$ cat src/rtl/mips16_multi_cycle.sv
// Multi-cycle 16-bit MIPS-style core: IDLE/FETCH/DECODE/EXEC/MEM/WB sequencer sharing one ALU
// and one data-memory port, with a loadable instruction memory and run/halt control.
module mips16_multi_cycle #(
  parameter int unsigned DATA_W     = 16,
  parameter int unsigned IMEM_DEPTH = 16,
  parameter int unsigned DMEM_DEPTH = 64
) (
  input  logic                          clk,
  input  logic                          rst,
  input  logic                          run,
  input  logic                          prog_we,
  input  logic [$clog2(IMEM_DEPTH)-1:0] prog_addr,
  input  logic [15:0]                   prog_data,
  output logic                          halted,
  output logic                          retire,
  output logic [$clog2(IMEM_DEPTH)-1:0] pc_out,
  output logic [DATA_W-1:0]             alu_out
);

  localparam int unsigned PW = $clog2(IMEM_DEPTH);
  localparam int unsigned DW = $clog2(DMEM_DEPTH);

  localparam logic [3:0] OP_ADD  = 4'h0;
  localparam logic [3:0] OP_SUB  = 4'h1;
  localparam logic [3:0] OP_ADDI = 4'h2;
  localparam logic [3:0] OP_LW   = 4'h3;
  localparam logic [3:0] OP_SW   = 4'h4;
  localparam logic [3:0] OP_J    = 4'h5;
  localparam logic [3:0] OP_XOR  = 4'h6;
  localparam logic [3:0] OP_OR   = 4'h7;
  localparam logic [3:0] OP_AND  = 4'h8;
  localparam logic [3:0] OP_BEQ  = 4'h9;
  localparam logic [3:0] OP_HALT = 4'hF;

  typedef enum logic [2:0] {
    S_IDLE, S_FETCH, S_DECODE, S_EXEC, S_MEM, S_WB
  } state_t;

  state_t state, state_next;
  logic   retire_next;

  logic [15:0]       ir;
  logic [DATA_W-1:0] a_q, b_q, s_q, mdr, alu_res;
  logic [DATA_W-1:0] rf   [16];
  logic [15:0]       imem [IMEM_DEPTH];
  logic [DATA_W-1:0] dmem [DMEM_DEPTH];

  logic [3:0]        op, ra, rb, rc;
  logic [DATA_W-1:0] imm;
  logic [15:0]       br_off;
  logic [PW-1:0]     pc_plus1, br_target, j_target;
  logic [DW-1:0]     maddr;
  logic              is_reg_alu, is_alu, is_short, beq_taken;

  assign op         = ir[15:12];
  assign ra         = ir[11:8];
  assign rb         = ir[7:4];
  assign rc         = ir[3:0];
  assign imm        = {{(DATA_W-4){ir[3]}}, ir[3:0]};
  assign br_off     = {{12{ir[3]}}, ir[3:0]};
  assign is_reg_alu = (op == OP_ADD) || (op == OP_SUB) || (op == OP_XOR) ||
                      (op == OP_OR)  || (op == OP_AND);
  assign is_alu     = is_reg_alu || (op == OP_ADDI);
  // J, BEQ, NOP and HALT all finish in EXEC
  assign is_short   = !(is_alu || (op == OP_LW) || (op == OP_SW));
  assign beq_taken  = (s_q == a_q);
  assign pc_plus1   = pc_out + PW'(1);
  assign br_target  = pc_plus1 + PW'(br_off);
  assign j_target   = PW'(ir[11:0]);
  assign maddr      = DW'(alu_out);

  function automatic logic [DATA_W-1:0] rd(input logic [3:0] idx);
    return (idx == 4'd0) ? '0 : rf[idx];
  endfunction

  always_comb begin
    alu_res = a_q + b_q;
    case (op)
      OP_SUB:  alu_res = a_q - b_q;
      OP_XOR:  alu_res = a_q ^ b_q;
      OP_OR:   alu_res = a_q | b_q;
      OP_AND:  alu_res = a_q & b_q;
      default: ;
    endcase
  end

  // retire is registered, so it is decided on entry to an instruction's final state
  always_comb begin
    state_next  = state;
    retire_next = 1'b0;
    case (state)
      S_IDLE:   if (run) state_next = S_FETCH;
      S_FETCH:  state_next = S_DECODE;
      S_DECODE: begin
        state_next  = S_EXEC;
        retire_next = is_short;
      end
      S_EXEC: begin
        if (op == OP_HALT) begin
          state_next = S_IDLE;
        end else if (is_short) begin
          state_next = S_FETCH;
        end else if ((op == OP_LW) || (op == OP_SW)) begin
          state_next  = S_MEM;
          retire_next = (op == OP_SW);
        end else begin
          state_next  = S_WB;
          retire_next = 1'b1;
        end
      end
      S_MEM: begin
        if (op == OP_LW) begin
          state_next  = S_WB;
          retire_next = 1'b1;
        end else begin
          state_next = S_FETCH;
        end
      end
      S_WB:     state_next = S_FETCH;
      default:  state_next = S_IDLE;
    endcase
  end

  always_ff @(posedge clk) begin
    if (rst) begin
      state  <= S_IDLE;
      halted <= 1'b1;
      retire <= 1'b0;
    end else begin
      state  <= state_next;
      halted <= (state_next == S_IDLE);
      retire <= retire_next;
    end
  end

  // Architectural state: PC, result register and register file
  always_ff @(posedge clk) begin
    if (rst) begin
      pc_out  <= '0;
      alu_out <= '0;
      for (int i = 0; i < 16; i++) rf[i] <= DATA_W'(i);
    end else begin
      case (state)
        S_EXEC: begin
          if (!is_short) alu_out <= alu_res;
          case (op)
            OP_J:    pc_out <= j_target;
            OP_BEQ:  pc_out <= beq_taken ? br_target : pc_plus1;
            OP_HALT: pc_out <= pc_out;
            default: if (is_short) pc_out <= pc_plus1;
          endcase
        end
        S_MEM: if (op == OP_SW) pc_out <= pc_plus1;
        S_WB: begin
          pc_out <= pc_plus1;
          if (ra != 4'd0) rf[ra] <= (op == OP_LW) ? mdr : alu_out;
        end
        default: ;
      endcase
    end
  end

  // Non-reset pipeline latches and memories
  always_ff @(posedge clk) begin
    if (!rst && (state == S_IDLE) && prog_we) imem[prog_addr] <= prog_data;
    if (state == S_FETCH) ir <= imem[pc_out];
    if (state == S_DECODE) begin
      a_q <= rd(rb);
      b_q <= is_reg_alu ? rd(rc) : imm;
      s_q <= rd(ra);
    end
    if ((state == S_MEM) && (op == OP_LW)) mdr <= dmem[maddr];
    if (!rst && (state == S_MEM) && (op == OP_SW)) dmem[maddr] <= s_q;
  end

endmodule
$ cat config.mk
export PLATFORM = sky130hd
export DESIGN_NAME = mips16_multi_cycle
export DESIGN_NICKNAME = d
export VERILOG_FILES = /design/src/rtl/mips16_multi_cycle.sv
export SDC_FILE = /design/constraint.sdc
export NUM_CORES = 2
export LEC_CHECK = 0
export CORE_MARGIN = 5
export CORE_UTILIZATION = 50
export CTS_BUF_LIST = sky130_fd_sc_hd__clkbuf_4
export CTS_CLUSTER_SIZE = 20
export DETAILED_ROUTE_END_ITERATION = 6
export MAX_ROUTING_LAYER = met4
export PLACE_DENSITY = 0.7
export REMOVE_ABC_BUFFERS = 1
export SYNTH_ARGS = -nofsm -noshare
export SYNTH_HDL_FRONTEND = slang
export SYNTH_SLANG_ARGS = --single-unit
$ cat constraint.sdc
create_clock -name clk -period 8.1 [get_ports clk]
set_input_delay 1.62 -clock clk [delete_from_list [all_inputs] [get_ports clk]]
set_output_delay 1.62 -clock clk [all_outputs]
set_load 0.02 [all_outputs]
==> impl_metrics.csv <==
group,metric,value,unit
route,drc,0,
global_route,grt_pass1_wl,284000,um
layout,layout-drive-gt1-share,27.8,%
yosys,syn_avg_cell_area,17.6,um2
timing,finalSetupViolations,0,
yosys,netlist_top_cells_area,"edfxtp_1 (69%), mux4_2 (13%), nor2_1 (2.2%), mux2i_1 (2.0%), a221oi_1 (1.3%)",
setup_path,r2r_cells,5,
floorplanning,die-area,148000,um2
global_route,grt.overflow.total,0,
route,first_pass_iters,7,
flow_run,cap_violations,0,
yosys,synthCells,3986,
yosys,synth_edf_count,1616,
yosys,ys_ff_latch,1641,
floorplanning,initial_utilization,50.3,%
yosys,yosys_warnings,0,
yosys,synth_cell_types,71,
global_route,grt_max_degree,94,
power,peakVddDrop,0.169,mV
yosys,synth_ff_type,"edfxtp_1",
global_route,first_global_vias,40800,
global_route,grt_usage,27.4,%
setup_path,crit_fanout,34,
clock_tree,htreeDepth,5,
floorplanning,fp.dieH,384,um
global_route,antenna_found_initial,10,
timing,fin_crit_sh,59.8,%
yosys,synth-seq-area-share,69.9,%
yosys,synthArstFlopShare,0,%
placement,place.gp.congestion,0.963,
timing,fin_crit,4.84,ns
floorplanning,io_pins,46,
route,route.met2.wl,89200,um
route,wl_per_cell,30.4,um
timing,rsz0062_at_grt,"false",
status,outcome,"completed",
floorplanning,die_w,384,um
clock_tree,ctsHoldBuffers,0,
clock_tree,ctsResizeCount,0,
hold_path,hold_path.class,"reg -> reg",
floorplanning,row_count,137,
timing,layout_setup_ws,3.26,ns
timing,setup-tns-final,0,ns
clock_tree,cts_buffer_depth,4,
timing,relSlewSlack,10.9,%
placement,post-dp-hpwl,120000,um
setup_path,cp.arrival,3.22,ns
clock_tree,clock-sinks,1641,
floorplanning,fp.coreArea,139000,um2
yosys,mappedNetlistArea,70100,um2
clock_tree,clk_latency,1.36,ns
timing,finalMaxSlewViolations,0,
power,leakage,24.9,nW
layout,area_growth_syn_to_layout,11.1,%
layout,final_area,77900,um2
timing,worst_pin_slew,1.33,ns
power,p_per_area,221,nW/um2
route,wl,197000,um
yosys,synthDominantCellAreaShare,69.2,%
route,routed.top_layer,"met4",
timing,hold_viol_final,0,
route,wl_met3,26900,um
setup_path,path_cells,"buf_4 -> clkdlybuf4s50_1",
timing,clock_skew,0.132,ns
route,drt_iter0_markers,6408,
timing,max_clock_freq,207,MHz
route,via_per_inst,6.42,
setup_path,cp-start-kind,"flop",
placement,place_area,73100,um2
setup_path,crit_path_max_incr_delay,0.70,ns
setup_path,worstPathRequired,6.48,ns
setup_path,worst_path_max_delay_cell,"clkdlybuf4s50_1",
route,wl_met1,72900,um
setup_path,criticalPathCategory,"reg -> out",
clock_tree,cts-root-buf,"clkbuf_4",
hold_path,holdPathStages,2,
yosys,yosysTopAreaCell,"edfxtp_1",
placement,post-place-ws,2.69,ns
layout,nNetsFinal,4423,
clock_tree,cts_buffers,404,
clock_tree,clk_pin_slew,0.07,ns
placement,io_buffer_count,45,
route,via_count,41600,
clock_tree,cts_setup_buffers,0,
route,ant_nets,0,
setup_path,crit_path_end_kind,"output port",
clock_tree,cts_tree,"done",
-- cell usage in the layout (no fill, tap or decap), types with 11 or more instances in the layout --
cell and count:
a22oi_1 77, a21oi_1 128, nand3_1 45, dfxtp_1 20
nor3_1 11, nor2_2 18, o221ai_1 11, buf_4 161
clkbuf_4 561, nand2_1 129, nand2b_1 12, nor2_1 394
diode_2 15, inv_1 59, mux2_2 58, or4_1 14
mux2i_1 134, xnor2_1 38, a22o_1 25, nor2b_1 45
conb_1 16, o21ai_0 78, o22ai_1 60, ha_1 52
clkdlybuf4s50_1 44, edfxtp_1 1616, clkinv_1 77, a221oi_1 102
mux4_2 410, a211oi_1 12
-- routing by layer --
metal,up-vias,global-route usage (%)
li1,17100,-
met1,21100,36.6
met3,476,9.25
met5,-,-
met2,2968,39.3
met4,0,10.9
-- synthesized netlist by cell type (4+ instances only) --
master	number
nor2b_1	51
nand3_1	45
buf_1	17
nor2_1	416
o21bai_1	4
and3_1	7
a41oi_1	4
a22o_1	25
mux2_2	58
a221oi_1	102
o211ai_1	10
mux2i_1	137
a311oi_1	7
and2_1	9
or4_1	14
xor2_1	9
nand2_1	129
o21ai_0	78
a222oi_1	4
buf_2	70
clkbuf_1	138
buf_6	12
xnor2_1	38
a21o_1	7
a31oi_1	10
dfxtp_1	25
mux4_2	410
a21oi_1	129
nand4_1	10
nor3_1	18
ha_1	52
o22ai_1	60
a211oi_1	12
inv_1	60
o221ai_1	11
edfxtp_1	1616
a22oi_1	77
buf_4	34
nand2b_1	12
-- registers in the layout, summed over array words and instances, names as in the netlist --
signal and flops:
dmem 1024, s_q 16, a_q 16, imem 256, b_q 16, halted 1
mdr 16, alu_out 16, state 3, rf 256, pc_out 4, retire 1
ir 16
-- kinds of logic after synthesis --
group	synth area share, %
compound gates	5.62
buf+inv	2.21
simple gates	4.56
other cells	0.00535
xor+xnor	0.587
fa+ha+maj	0.985
flops	69.9
mux	16.1
-- path summary, 6_finish.rpt --
| check | startpoint | to | slack (ns) |
|---|---|---|---|
| min | alu_out[8] | alu_out[8] | 0.56 |
| max reg2reg | ir[14] | dmem[37][13] | 3.64 |
| min reg2reg | alu_out[8] | alu_out[8] | 0.56 |
| max | alu_out[0] | alu_out[0] | 3.26 |
-- worst max-delay path: cells and delay by family (launching register included) --
kind                   cells  cell delay [ns]
DFF                        1             0.69
buffers and inverters      2             1.21
-- final cells by class --
class                   count  area [um2]
flip-flops and latches   1641       49000
multi-input cells        2028       19800
inverters                  61         230
clock inverters            97         510
clock buffers             561        4210
repair buffers            209        1710
diodes                     15        37.5
fillers                 10600       61500
well taps                1876        2350
-- per-stage QoR --
stage / utilization [%] / cells / power, mW / hold slack, ns
floorplan: - / 3730 / 10.4 / 0.510
global placement: 52.5 / 5814 / 10.8 / 0.548
detailed placement: 52.5 / 5814 / 10.9 / 0.545
CTS: 55.8 / 6472 / 17.3 / 0.554
global route: 55.9 / 6486 / 17.9 / 0.581
finish: 55.9 / 6488 / 17.2 / 0.560
-- report_power, final --
part	total, mW	leakage (nW)	internal [mW]	switching [mW]
Clock	6.52	2.83	3.32	3.20
Sequential	9.52	15.0	9.43	0.0898
Combinational	1.20	7.08	0.436	0.764
Total	17.2	24.9	13.2	4.05
(Power assumes the default switching activity.)
